File: src/rtl/fir_pkg.sv
// -----------------------------------------------------------------------------
// fir_pkg
// Shared definitions for the FIR filter output path: the sample type and width
// also used by the filter, the default decimator configuration, and the
// warm-up/run state encoding.
// -----------------------------------------------------------------------------
package fir_pkg;

  localparam int SAMPLE_W = 16;
  typedef logic signed [SAMPLE_W-1:0] sample_t;

  localparam int DEF_DECIM  = 4;
  localparam int DEF_WARMUP = 12;
  localparam int DEF_DEPTH  = 8;

  typedef enum logic [0:0] {
    WARM = 1'b0,
    RUN  = 1'b1
  } state_t;

endpackage : fir_pkg

File: src/rtl/sync_fifo.sv
// -----------------------------------------------------------------------------
// sync_fifo
// Single-clock FIFO with extra-MSB pointers. A write while full is accepted only
// when a read happens on the same edge; otherwise it is ignored (the caller
// decides what a rejected write means).
//
// Ports:
//   clk     in   rising-edge clock
//   rstN    in   synchronous reset, active-low (pointers only)
//   wrEn    in   write request
//   wrData  in   DW  data written at the tail
//   rdEn    in   read request; ignored while empty
//   rdData  out  DW  head entry (undefined while empty)
//   full    out  all DEPTH entries occupied
//   empty   out  no entries occupied
//   level   out  $clog2(DEPTH)+1  occupancy
// -----------------------------------------------------------------------------
module sync_fifo #(
  parameter int DW    = 16,
  parameter int DEPTH = 8
) (
  input  logic                     clk,
  input  logic                     rstN,
  input  logic                     wrEn,
  input  logic [DW-1:0]            wrData,
  input  logic                     rdEn,
  output logic [DW-1:0]            rdData,
  output logic                     full,
  output logic                     empty,
  output logic [$clog2(DEPTH):0]   level
);

  localparam int AW = $clog2(DEPTH);

  logic [DW-1:0] r_mem [DEPTH];
  logic [AW:0]   r_wr_ptr;
  logic [AW:0]   r_rd_ptr;
  logic          w_do_rd;
  logic          w_do_wr;

  // The extra pointer MSB tells a full FIFO (one lap ahead) from an empty one.
  assign empty  = (r_wr_ptr == r_rd_ptr);
  assign full   = (r_wr_ptr[AW] != r_rd_ptr[AW]) &&
                  (r_wr_ptr[AW-1:0] == r_rd_ptr[AW-1:0]);
  assign level  = r_wr_ptr - r_rd_ptr;

  assign w_do_rd = rdEn && !empty;
  // A same-edge read frees the slot, so a full FIFO can still take the write.
  assign w_do_wr = wrEn && (!full || w_do_rd);

  assign rdData = r_mem[r_rd_ptr[AW-1:0]];

  // NOTE: sequential state uses non-blocking assignments so every register
  // samples pre-edge values regardless of statement order.
  always_ff @(posedge clk) begin
    if (!rstN) begin
      r_wr_ptr <= '0;
      r_rd_ptr <= '0;
    end else begin
      if (w_do_wr) r_wr_ptr <= r_wr_ptr + 1'b1;
      if (w_do_rd) r_rd_ptr <= r_rd_ptr + 1'b1;
    end
  end

  // NOTE: the storage array has no reset; entries are only observable once
  // written, since the pointers define which ones are valid.
  always_ff @(posedge clk) begin
    if (w_do_wr) r_mem[r_wr_ptr[AW-1:0]] <= wrData;
  end

endmodule : sync_fifo

File: src/rtl/fir_decimator.sv
// -----------------------------------------------------------------------------
// fir_decimator
// Sits behind the FIR filter, which produces one signed sample per clock with
// no strobe. Discards the first WARMUP post-reset samples (filter pipeline
// fill), keeps one sample in every DECIM, and buffers kept samples in a FIFO
// exposed as a valid/ready stream. The filter is never stalled: a kept sample
// that finds the FIFO full (and no pop on that edge) is dropped and flagged.
//
// Ports:
//   clk          in   rising-edge clock, shared with the filter
//   rstN         in   synchronous reset, active-low
//   inData       in   DW  signed filter output, one sample per clk
//   outData      out  DW  signed head sample, 0 while outValid=0
//   outValid     out  FIFO non-empty
//   outReady     in   sink accepts; pop on edges with outValid&outReady
//   level        out  $clog2(DEPTH)+1  FIFO occupancy
//   overflow     out  sticky drop flag
//   clrOverflow  in   clears overflow (a drop on the same edge wins)
// -----------------------------------------------------------------------------
module fir_decimator
  import fir_pkg::*;
#(
  parameter int DW     = SAMPLE_W,
  parameter int DECIM  = DEF_DECIM,
  parameter int WARMUP = DEF_WARMUP,
  parameter int DEPTH  = DEF_DEPTH
) (
  input  logic                   clk,
  input  logic                   rstN,
  input  logic signed [DW-1:0]   inData,
  output logic signed [DW-1:0]   outData,
  output logic                   outValid,
  input  logic                   outReady,
  output logic [$clog2(DEPTH):0] level,
  output logic                   overflow,
  input  logic                   clrOverflow
);

  localparam int WC_W = (WARMUP > 1) ? $clog2(WARMUP) : 1;
  localparam int PH_W = (DECIM  > 1) ? $clog2(DECIM)  : 1;

  state_t            r_state;
  logic [WC_W-1:0]   r_warm_cnt;
  logic [PH_W-1:0]   r_phase;
  logic              r_overflow;

  logic              w_keep;
  logic              w_pop;
  logic              w_drop;
  logic              w_full;
  logic              w_empty;
  logic [DW-1:0]     w_rd_data;

  assign w_keep = (r_state == RUN) && (r_phase == '0);
  // Pop only counts when something is presented; ready while empty is ignored.
  assign w_pop  = !w_empty && outReady;
  assign w_drop = w_keep && w_full && !w_pop;

  always_ff @(posedge clk) begin
    if (!rstN) begin
      // With no warm-up the very first edge after reset is already a RUN edge.
      r_state    <= (WARMUP == 0) ? RUN : WARM;
      r_warm_cnt <= '0;
      r_phase    <= '0;
      r_overflow <= 1'b0;
    end else begin
      case (r_state)
        WARM: begin
          r_warm_cnt <= r_warm_cnt + 1'b1;
          if (r_warm_cnt == WC_W'(WARMUP - 1)) r_state <= RUN;
        end
        RUN: begin
          r_phase <= (r_phase == PH_W'(DECIM - 1)) ? '0 : r_phase + 1'b1;
        end
        default: r_state <= WARM;
      endcase

      if (w_drop)           r_overflow <= 1'b1;
      else if (clrOverflow) r_overflow <= 1'b0;
    end
  end

  sync_fifo #(
    .DW    (DW),
    .DEPTH (DEPTH)
  ) u_fifo (
    .clk    (clk),
    .rstN   (rstN),
    .wrEn   (w_keep),
    .wrData (inData),
    .rdEn   (outReady),
    .rdData (w_rd_data),
    .full   (w_full),
    .empty  (w_empty),
    .level  (level)
  );

  assign outValid = !w_empty;
  assign outData  = w_empty ? '0 : w_rd_data;
  assign overflow = r_overflow;

endmodule : fir_decimator

File: config.mk
export PLATFORM = sky130hd
export DESIGN_NAME = fir_decimator
export DESIGN_NICKNAME = d
export VERILOG_FILES = /design/src/rtl/fir_pkg.sv /design/src/rtl/sync_fifo.sv /design/src/rtl/fir_decimator.sv
export SDC_FILE = /design/constraint.sdc
export NUM_CORES = 1
export LEC_CHECK = 0
export BUFFER_PORTS_ARGS = -buffer_cell sky130_fd_sc_hd__buf_2
export CELL_PAD_IN_SITES_DETAIL_PLACEMENT = 1
export CELL_PAD_IN_SITES_GLOBAL_PLACEMENT = 1
export CORE_MARGIN = 2
export CORE_UTILIZATION = 45
export CTS_CLUSTER_DIAMETER = 150
export DETAILED_ROUTE_END_ITERATION = 10
export GPL_TIMING_DRIVEN = 0
export PLACE_DENSITY_LB_ADDON = 0.1
export SLEW_MARGIN = 20
export SYNTH_ARGS = -nofsm -noshare
export SYNTH_HDL_FRONTEND = slang
export SYNTH_SLANG_ARGS = --single-unit
File: constraint.sdc
create_clock -name clk -period 7.42 [get_ports clk]
set_input_delay 0.371 -clock clk [delete_from_list [all_inputs] [get_ports clk]]
set_output_delay 0.371 -clock clk [all_outputs]
set_load 0.01 [all_outputs]
==> impl_metrics.py, run 1 <==
metrics = {
    "power_and_ir_drop": {
        "comb_power_share": 0.011,
        "p_leak_uw": 0.00261,
        "clockPowerShare": 0.519,
        "switching_share": 0.180,
        "p_int_uw": 1570,
        "pwr-share-seq": 0.471,
        "power_switching_uw": 344,
        "peakVddDrop_mv": 0.192,
        "power_density_nw_per_um2": 266,
    },
    "clocking": {
        "numCtsBuffers": 17,
        "hold_buffers": 0,
        "cts_root_buf": "clkbuf_16",
        "clockBufferDepth": 2,
        "ctsResizeCount": 0,
        "clk_pin_slew_ps": 60,
        "post-cts-setup-buffers": 0,
        "clock_sinks": 147,
        "htree_levels": 4,
        "clock_latency_ps": 430,
        "cts_tree": "done",
    },
    "setup_path": {
        "cp.arrival_ps": 2890,
        "path_common_cell": "nand2_1",
        "crit_type": "register to output port",
        "crit_chain": "inv_1 -> ha_1 -> and3_1 -> nand2_1 -> nand2_1 -> buf_4 -> o22ai_1 -> buf_2",
        "crit_buf_inv": 3,
        "cp-end-kind": "output port",
        "crit_slowest_cell": "dfxtp_1",
        "r2r-end": "u_fifo.r_mem[1][10]",
        "r2r_setup_slack_ps": 4440,
        "crit_required_ps": 7050,
        "path_delay_family": "buffers and inverters",
        "start_kind": "register",
        "cp_slowest_stage_delay_ps": 530,
        "reg2regPathDepth": 8,
        "path_max_fanout": 10,
        "crit_start": "u_fifo.r_wr_ptr[0]",
        "timing.rr.start": "u_fifo.r_wr_ptr[0]",
    },
    "final_layout": {
        "fill_cells": 1176,
        "drive_gt1_frac": 0.340,
        "nNetsFinal": 437,
        "synthToLayoutAreaGrowth_pct": 22.1,
        "multiInputGateArea_um2": 1460,
        "postLayoutCoreUtil": 0.566,
        "regArea_um2": 4220,
    },
    "floorplanning": {
        "coreArea_um2": 12700,
        "initial_core_util": 0.464,
        "ios": 42,
        "die_x_um": 118,
        "fp.dieH_um": 118,
        "rows": 41,
        "dieArea_um2": 14000,
    },
    "worst_hold_path": {
        "hp-start": "inData[3]",
        "hold_depth": 1,
        "hold_end": "u_fifo.r_mem[2][3]",
        "hold_class": "input pin to register",
    },
    "yosys": {
        "synth_top_area_frac": 0.654,
        "avgSynthCellArea_um2": 17.9,
        "synthTopCellsByArea": "edfxtp_1 65%, mux4_2 12%, dfxtp_1 6.5%",
        "synth_cells": 328,
        "synth-edff-count": 128,
        "ys_ff_latch": 147,
        "yosysWarnings": 0,
        "synth_top_cell_by_area": "edfxtp_1",
        "ys.flop_type": "edfxtp_1",
        "synth_nets": 357,
        "syn_area_um2": 5880,
        "ys_types": 40,
        "ys_async_sr_fraction": 0,
        "synth_seq_area_share": 0.719,
    },
    "timing": {
        "slew_violations": 0,
        "finalCriticalPeriod_ps": 3260,
        "rsz0062_at_grt": "false",
        "finalCritPeriodShare": 0.440,
        "worstMarginPinSlew_ps": 758,
        "skew_ps": 9.00,
        "hold_viol_final": 0,
        "max_freq_mhz": 307,
        "slew_headroom": 0.490,
        "finalSetupViolations": 0,
        "fin_setup_tns_ps": 0,
    },
    "route": {
        "ant_nets": 0,
        "wl_per_cell_um": 20.6,
        "first_pass_iters": 4,
        "drt-total-wl_mm": 12.3,
        "vias": 3149,
        "met3WireLength_um": 629,
        "wl_met2_mm": 6.04,
        "highest_layer": "met4",
        "drc": 0,
        "routed_via_density": 5.30,
        "drt_iter0_drc": 277,
        "wl_met1_mm": 5.36,
    },
    "grt": {
        "grt_overflow": 0,
        "grt_pass1_wl_mm": 19.3,
        "antenna_found_initial": 0,
        "grt_use_total": 0.190,
        "grt_start_max_net_pins": 17,
        "grt_pass1_vias": 3339,
    },
    "placed_design": {
        "dp_hpwl_mm": 8.38,
        "io_buffer_count": 41,
        "gp_congestion": 0.759,
    },
    "flow_run": {
        "maxCapViolCount": 0,
    },
    "outcome": {
        "status": "complete, no violations",
    },
}
## cell type report
| type | instances | share of cell area |
|---|---|---|
| Antenna cell | 1 | 0.000349 |
| Tap cell | 172 | 0.0300 |
| Timing Repair Buffer | 61 | 0.0488 |
| Multi-Input combinational cell | 123 | 0.203 |
| Clock inverter | 15 | 0.0361 |
| Inverter | 44 | 0.0230 |
| Clock buffer | 17 | 0.0593 |
| Sequential cell | 147 | 0.589 |
| Buffer | 14 | 0.0108 |
## per-stage QoR
step	worst slack [ps]	std cells	total power, uW	hold slack, ps	instance area [um2]
final	4160	594	1910	219	7180
after global placement	2290	541	936	489	6300
after detailed placement	4470	561	938	510	6490
after global routing	3950	593	1960	210	7170
after floorplan	4180	328	923	470	5880
after CTS	4120	593	1930	204	7170
## routing by layer
layer | up-vias | GRT usage
met5 | - | 0
met4 | 0 | 0.0685
met3 | 20 | 0.0584
met2 | 72 | 0.302
met1 | 1638 | 0.249
li1 | 1419 | -
## worst reg2reg max path: cells and delay by family (launching register included)
kind | cells | cell delay [ps]
buf+inv | 4 | 920
compound gates | 1 | 120
simple gates | 2 | 740
fa+ha+maj | 1 | 370
flops | 1 | 530
## worst max-delay path by stage
stage                           to  depth (start not counted)
6_report               outData[13]                          8
5_1_grt                outData[13]                          8
4_1_cts                outData[13]                          8
3_5_place_dp   u_fifo.r_mem[2][10]                          8
3_3_place_gp   u_fifo.r_mem[2][10]                          6
2_1_floorplan   u_fifo.r_mem[2][0]                          6
## layout by cell type (no fill, tap or decap), types with 4 or more instances in the layout
cell type,synthesis,routed
mux2i_1,4,4
edfxtp_1,128,128
mux4_2,32,32
dfxtp_1,19,19
and2_1,8,8
inv_1,44,44
nor2b_1,4,4
ha_1,8,8
o22ai_1,16,16
clkbuf_16,0,17
nand2_1,7,7
buf_4,3,12
buf_2,4,53
xnor2_1,8,8
bufinv_16,0,7
nor4_2,1,4
## cells by family after synthesis
logic type	Yosys count	share of synthesized area
and+or+nand+nor	40	0.0396
AOI/OAI and AO/OA	28	0.0341
DFF	147	0.719
muxes	36	0.129
xor gates and xnor gates	10	0.0162
buffers and inverters	58	0.0413
adders and majority gates	9	0.0204
## Yosys cell counts (2+ instances only)
cell type and count:
a21oi_1 3, and2_1 8, buf_1 3, buf_2 4
buf_4 3, clkbuf_1 2, dfxtp_1 19, edfxtp_1 128
ha_1 8, inv_1 44, mux2i_1 4, mux4_2 32
nand2_1 7, nand2b_1 3, nand3_1 3, nor2b_1 4
nor3_1 4, nor4_1 4, o21ai_0 2, o22ai_1 16
xnor2_1 8
## flip-flops by register name, summed over array words and instances (netlist names), named ones only
| signal | flops |
|---|---|
| overflow | 1 |
| u_fifo.r_rd_ptr | 4 |
| u_fifo.r_mem | 128 |
| u_fifo.r_wr_ptr | 4 |
| r_state | 1 |
| r_phase | 2 |
| r_warm_cnt | 4 |
## power by group through the flow
stage               Clock (uW)  Sequential [uW]  Combinational (uW)
floorplan                    0              917                5.27
global placement             0              917                19.1
detailed placement           0              917                20.8
CTS                       1010              900                21.0
global route              1040              900                24.0
finish                     991              900                20.5
No activity file was read; power rests on OpenSTA's default activity.
==> run 2, diff against run 1 <==
==> constraint.sdc (replaced) <==
create_clock -name clk -period 3 [get_ports clk]
set_input_delay 0.15 -clock clk [delete_from_list [all_inputs] [get_ports clk]]
set_output_delay 0.15 -clock clk [all_outputs]
set_load 0.01 [all_outputs]
==> run 2 against run 1 <==
Net effect:
- critical path depth did not move
- clock power up 150%
- design area increased by 1.3%
- via count up 0.79%
- global-route usage up 0.19 points
- critical endpoint is now u_fifo.r_mem[2][10]
==> impl_metrics.py, run 2 (synthesized netlist as in run 1, its figures left out) <==
metrics = {
    "final_layout": {
        "layout_commonest_cell": "edfxtp_1",
        "mostFrequentLayoutCells": "128 x edfxtp_1, 53 x buf_2, 44 x inv_1",
        "largest_reg_flops": 128,
        "postLayoutCoreUtil": 0.574,
        "num_antenna_cells": 0,
        "fin_area_um2": 7270,
        "synthToLayoutAreaGrowth_pct": 23.8,
        "nNetsFinal": 446,
        "drive_gt1_frac": 0.337,
    },
    "setup_path": {
        "crit_slowest_cell": "nor4_2",
        "cp_slowest_stage_delay_ps": 540,
        "reg2regPathDepth": 8,
        "cp.depth": 8,
        "start_kind": "register",
        "cp-end-kind": "register",
        "crit_buf_inv": 4,
        "crit_type": "register to register",
        "cp.arrival_ps": 2960,
        "crit_chain": "inv_1 -> ha_1 -> nand3_1 -> o311ai_4 -> buf_6 -> nor4_2 -> buf_4 -> buf_2",
        "path_delay_family": "buffers and inverters",
        "crit_required_ps": 3120,
        "path_max_fanout": 10,
    },
    "timing": {
        "finalCriticalPeriod_ps": 2840,
        "hold_viol_final": 0,
        "finalSetupViolations": 0,
        "slew_violations": 0,
        "fin_setup_tns_ps": 0,
        "rsz0062_at_grt": "false",
        "worstMarginPinSlew_ps": 759,
        "finalCritPeriodShare": 0.946,
        "slew_headroom": 0.494,
        "skew_ps": 10.9,
        "max_freq_mhz": 352,
    },
    "power_and_ir_drop": {
        "peakVddDrop_mv": 0.476,
        "comb_power_share": 0.013,
        "p_leak_uw": 0.00265,
        "pwr-share-seq": 0.470,
        "power_switching_uw": 855,
        "clockPowerShare": 0.518,
        "p_int_uw": 3880,
        "switching_share": 0.180,
        "power_density_nw_per_um2": 652,
    },
    "route": {
        "vias": 3174,
        "drc": 0,
        "drt_iter0_drc": 245,
        "wl_per_cell_um": 20.6,
        "first_pass_iters": 4,
        "routed_via_density": 5.27,
        "drt-total-wl_mm": 12.4,
        "ant_nets": 0,
    },
    "clocking": {
        "clock_latency_ps": 430,
        "numCtsBuffers": 17,
        "cts_tree": "done",
        "cts_root_buf": "clkbuf_16",
        "clock_sinks": 147,
        "clk_pin_slew_ps": 60,
        "clockBufferDepth": 2,
        "htree_levels": 4,
    },
    "outcome": {
        "status": "complete, no violations",
    },
    "floorplanning": {
        "dieArea_um2": 14000,
        "rows": 41,
        "ios": 42,
        "initial_core_util": 0.464,
        "coreArea_um2": 12700,
        "die_x_um": 118,
        "fp.dieH_um": 118,
    },
    "grt": {
        "grt_pass1_wl_mm": 19.5,
        "grt_overflow": 0,
        "grt_pass1_vias": 3396,
        "antenna_found_initial": 0,
        "grt_start_max_net_pins": 17,
        "grt_use_total": 0.192,
    },
    "placed_design": {
        "io_buffer_count": 41,
        "gp_congestion": 0.759,
        "placed_area_um2": 6490,
        "dp_hpwl_mm": 8.38,
    },
    "worst_hold_path": {
        "hold_depth": 1,
        "hold_class": "input pin to register",
    },
    "flow_run": {
        "maxCapViolCount": 0,
    },
}
==> run 2: worst register-to-register path: stages (launching register included) <==
cell	delay (ps)
dfxtp_2	430
inv_1	190
ha_1	360
nand3_1	170
o311ai_4	120
buf_6	180
nor4_2	550
buf_4	300
buf_2	230
==> run 2: cell type report <==
| class | count | area (um2) |
|---|---|---|
| sequential | 147 | 4230 |
| buffer | 14 | 81.3 |
| clock inverter | 15 | 259 |
| fill | 1175 | 5400 |
| tap | 172 | 215 |
| multi-input combinational | 123 | 1460 |
| inverter | 44 | 165 |
| clock buffer | 17 | 425 |
| timing repair buffer | 70 | 440 |
==> run 2: worst paths after layout <==
kind                      startpoint                   to  slack, ps
setup / recovery  u_fifo.r_wr_ptr[0]  u_fifo.r_mem[2][10]        160
hold / removal             inData[9]   u_fifo.r_mem[3][9]         10
setup reg to reg  u_fifo.r_wr_ptr[0]  u_fifo.r_mem[2][10]        160
hold reg to reg   u_fifo.r_wr_ptr[3]   u_fifo.r_wr_ptr[3]        520
==> run 2: power by group through the flow <==
stage | combinational, uW | clock [uW] | sequential [uW]
after CTS | 61.0 | 2490 | 2230
after global routing | 69.3 | 2570 | 2220
after floorplan | 13.0 | 0 | 2270
final | 60.1 | 2450 | 2230
after detailed placement | 51.4 | 0 | 2270
after global placement | 47.2 | 0 | 2270
==> run 2: metrics by stage <==
step,hold WS (ps),instances,setup WS [ps],total power (uW)
after floorplan,249,328,-240,2280
after global placement,418,541,-2130,2320
after detailed placement,427,561,53.2,2320
after CTS,7.49,602,90.4,4770
after global routing,22.4,602,15.7,4860
final,9.98,602,163,4740
==> run 2: per-layer routing <==
layer	wire, um	share of wire	GRT usage	up-vias
met2	6130	0.49	0.307	74
met1	5440	0.44	0.251	1645
li1	-	-	-	1436
met4	215	0.017	0.0685	0
met3	624	0.050	0.0569	19
met5	0	0	0	-
==> run 2: repair_timing <==
item	in CTS	in global routing
buffers inserted	0	0
hold buffers	9	0
setup endpoints to repair	11	1
gates resized for setup	1	2
hold endpoints to repair	51	0
==> run 3, diff against run 2 <==
==> constraint.sdc (replaced) <==
create_clock -name clk -period 3 [get_ports clk]
set_input_delay 0.15 -clock clk [delete_from_list [all_inputs] [get_ports clk]]
set_output_delay 0.15 -clock clk [all_outputs]
set_load 0.02 [all_outputs]
==> run 3 against run 2 <==
Net effect:
- flip-flop and latch count unchanged
- first-iteration DRC count decreased by 12%
- sequential share of layout area about the same
- critical path depth unchanged
- power about the same
- clock skew decreased by 1.5 ps
- die area unchanged
- wire length about the same
- non-clock buffer count unchanged
- setup slack improved by 17 ps
- critical endpoint is now u_fifo.r_mem[1][10]
- largest cell class unchanged
- highest routed layer unchanged
==> impl_metrics.py, run 3 (synthesized netlist as in run 1, its figures left out) <==
metrics = {
    "placed_design": {
        "gp_congestion": 0.759,
        "dp_hpwl_mm": 8.38,
        "io_buffer_count": 41,
        "placed_area_um2": 6490,
    },
    "final_layout": {
        "nNetsFinal": 446,
        "mostFrequentLayoutCells": "128 x edfxtp_1, 53 x buf_2, 44 x inv_1",
        "fin_area_um2": 7280,
        "fill_cells": 1175,
        "drive_gt1_frac": 0.340,
        "num_antenna_cells": 0,
        "layout_commonest_cell": "edfxtp_1",
        "largest_reg_flops": 128,
        "synthToLayoutAreaGrowth_pct": 23.9,
    },
    "timing": {
        "hold_viol_final": 0,
        "finalSetupViolations": 0,
        "finalCritPeriodShare": 0.940,
        "slew_violations": 0,
        "max_freq_mhz": 355,
        "worstMarginPinSlew_ps": 763,
        "finalCriticalPeriod_ps": 2820,
        "slew_headroom": 0.487,
        "rsz0062_at_grt": "false",
        "skew_ps": 9.36,
    },
    "worst_hold_path": {
        "hold_depth": 1,
        "hold_class": "input pin to register",
        "hp-start": "inData[9]",
        "hold_end": "u_fifo.r_mem[3][9]",
    },
    "power_and_ir_drop": {
        "power_density_nw_per_um2": 651,
        "power.total_uw": 4740,
        "peakVddDrop_mv": 0.476,
        "p_leak_uw": 0.00265,
    },
    "setup_path": {
        "timing.rr.start": "u_fifo.r_wr_ptr[0]",
        "crit_buf_inv": 4,
        "cp_slowest_stage_delay_ps": 570,
        "cp.arrival_ps": 2930,
        "path_max_fanout": 10,
        "crit_type": "register to register",
        "crit_required_ps": 3110,
        "cp-end-kind": "register",
        "start_kind": "register",
        "crit_chain": "inv_1 -> ha_1 -> nand3_1 -> o311ai_4 -> buf_6 -> nor4_2 -> buf_4 -> buf_2",
        "r2r_setup_slack_ps": 180,
        "path_delay_family": "buffers and inverters",
        "r2r-end": "u_fifo.r_mem[1][10]",
        "crit_slowest_cell": "nor4_2",
        "reg2regPathDepth": 8,
    },
    "route": {
        "vias": 3178,
        "ant_nets": 0,
        "drt_iter0_drc": 216,
        "first_pass_iters": 5,
        "drt-total-wl_mm": 12.4,
        "routed_via_density": 5.28,
        "wl_per_cell_um": 20.6,
        "drc": 0,
    },
    "outcome": {
        "status": "complete, no violations",
    },
    "grt": {
        "grt_start_max_net_pins": 17,
        "grt_pass1_wl_mm": 19.5,
        "antenna_found_initial": 0,
        "grt_use_total": 0.192,
        "grt_pass1_vias": 3396,
        "grt_overflow": 0,
    },
    "clocking": {
        "clock_sinks": 147,
        "cts_root_buf": "clkbuf_16",
        "post-cts-setup-buffers": 0,
        "numCtsBuffers": 17,
        "clk_pin_slew_ps": 60,
        "clockBufferDepth": 2,
        "htree_levels": 4,
        "clock_latency_ps": 420,
        "cts_tree": "done",
    },
    "floorplanning": {
        "rows": 41,
        "die_x_um": 118,
        "fp.dieH_um": 118,
        "coreArea_um2": 12700,
        "dieArea_um2": 14000,
        "ios": 42,
        "initial_core_util": 0.464,
    },
    "flow_run": {
        "maxCapViolCount": 0,
    },
}
-- run 3: worst register-to-register path: stages, from the launching register on --
cell and delay [ps]:
dfxtp_2 430, inv_1 190, ha_1 360, nand3_1 170
o311ai_4 120, buf_6 180, nor4_2 570, buf_4 270
buf_2 210
-- run 3: cell type report --
cell class | instances | area (um2) | area share
Sequential cell | 147 | 4230 | 0.581
Multi-Input combinational cell | 123 | 1470 | 0.201
Timing Repair Buffer | 70 | 440 | 0.0605
Clock buffer | 17 | 425 | 0.0584
Clock inverter | 15 | 259 | 0.0356
Tap cell | 172 | 215 | 0.0296
Inverter | 44 | 165 | 0.0227
Buffer | 14 | 81.3 | 0.0112
-- run 3: what timing repair did --
item                                    4_1_cts  5_1_grt
hold endpoints to repair                     51        0
cloned                                        0        0
hold buffers                                  9        0
gates resized for setup                       1        3
endpoints found under the setup margin       13        4
-- run 3: per-stage QoR --
step / std cells / util / hold slack (ps) / TNS [ps] / setup slack [ps]
after global placement: 541 / 0.497 / 418 / -197440 / -2130
after detailed placement: 561 / 0.512 / 427 / 0 / 53.2
after CTS: 602 / 0.573 / 7.49 / 0 / 56.9
after floorplan: 328 / - / 249 / -16050 / -240
after global routing: 602 / 0.574 / 22.4 / 0 / 15.7
final: 602 / 0.574 / 9.77 / 0 / 180
-- run 3: per-layer routing --
layer	GRT usage	wire length, um	up-vias
li1	-	-	1436
met1	0.251	5450	1653
met2	0.307	6200	77
met3	0.0569	609	12
met4	0.0685	155	0
met5	0	0	-
-- run 3: worst max-delay path by stage --
stage | to | cells after the start | slack [ps] | startpoint
detailed placement | u_fifo.r_mem[2][10] | 8 | 50 | u_fifo.r_wr_ptr[0]
global placement | u_fifo.r_mem[2][10] | 6 | -2130 | u_fifo.r_wr_ptr[0]
floorplan | u_fifo.r_mem[2][0] | 6 | -240 | u_fifo.r_wr_ptr[0]
finish | u_fifo.r_mem[1][10] | 8 | 180 | u_fifo.r_wr_ptr[0]
CTS | outData[13] | 8 | 60 | u_fifo.r_wr_ptr[0]
global route | u_fifo.r_mem[2][10] | 8 | 20 | u_fifo.r_wr_ptr[0]
-- run 3: power by group --
group / total [uW] / internal, uW / leakage [uW] / switching, uW
logic: 60.3 / 24.6 / 0.00101 / 35.6
registers: 2230 / 2220 / 0.00130 / 2.92
clock network: 2450 / 1640 / 0.000336 / 813
total: 4740 / 3890 / 0.00265 / 852
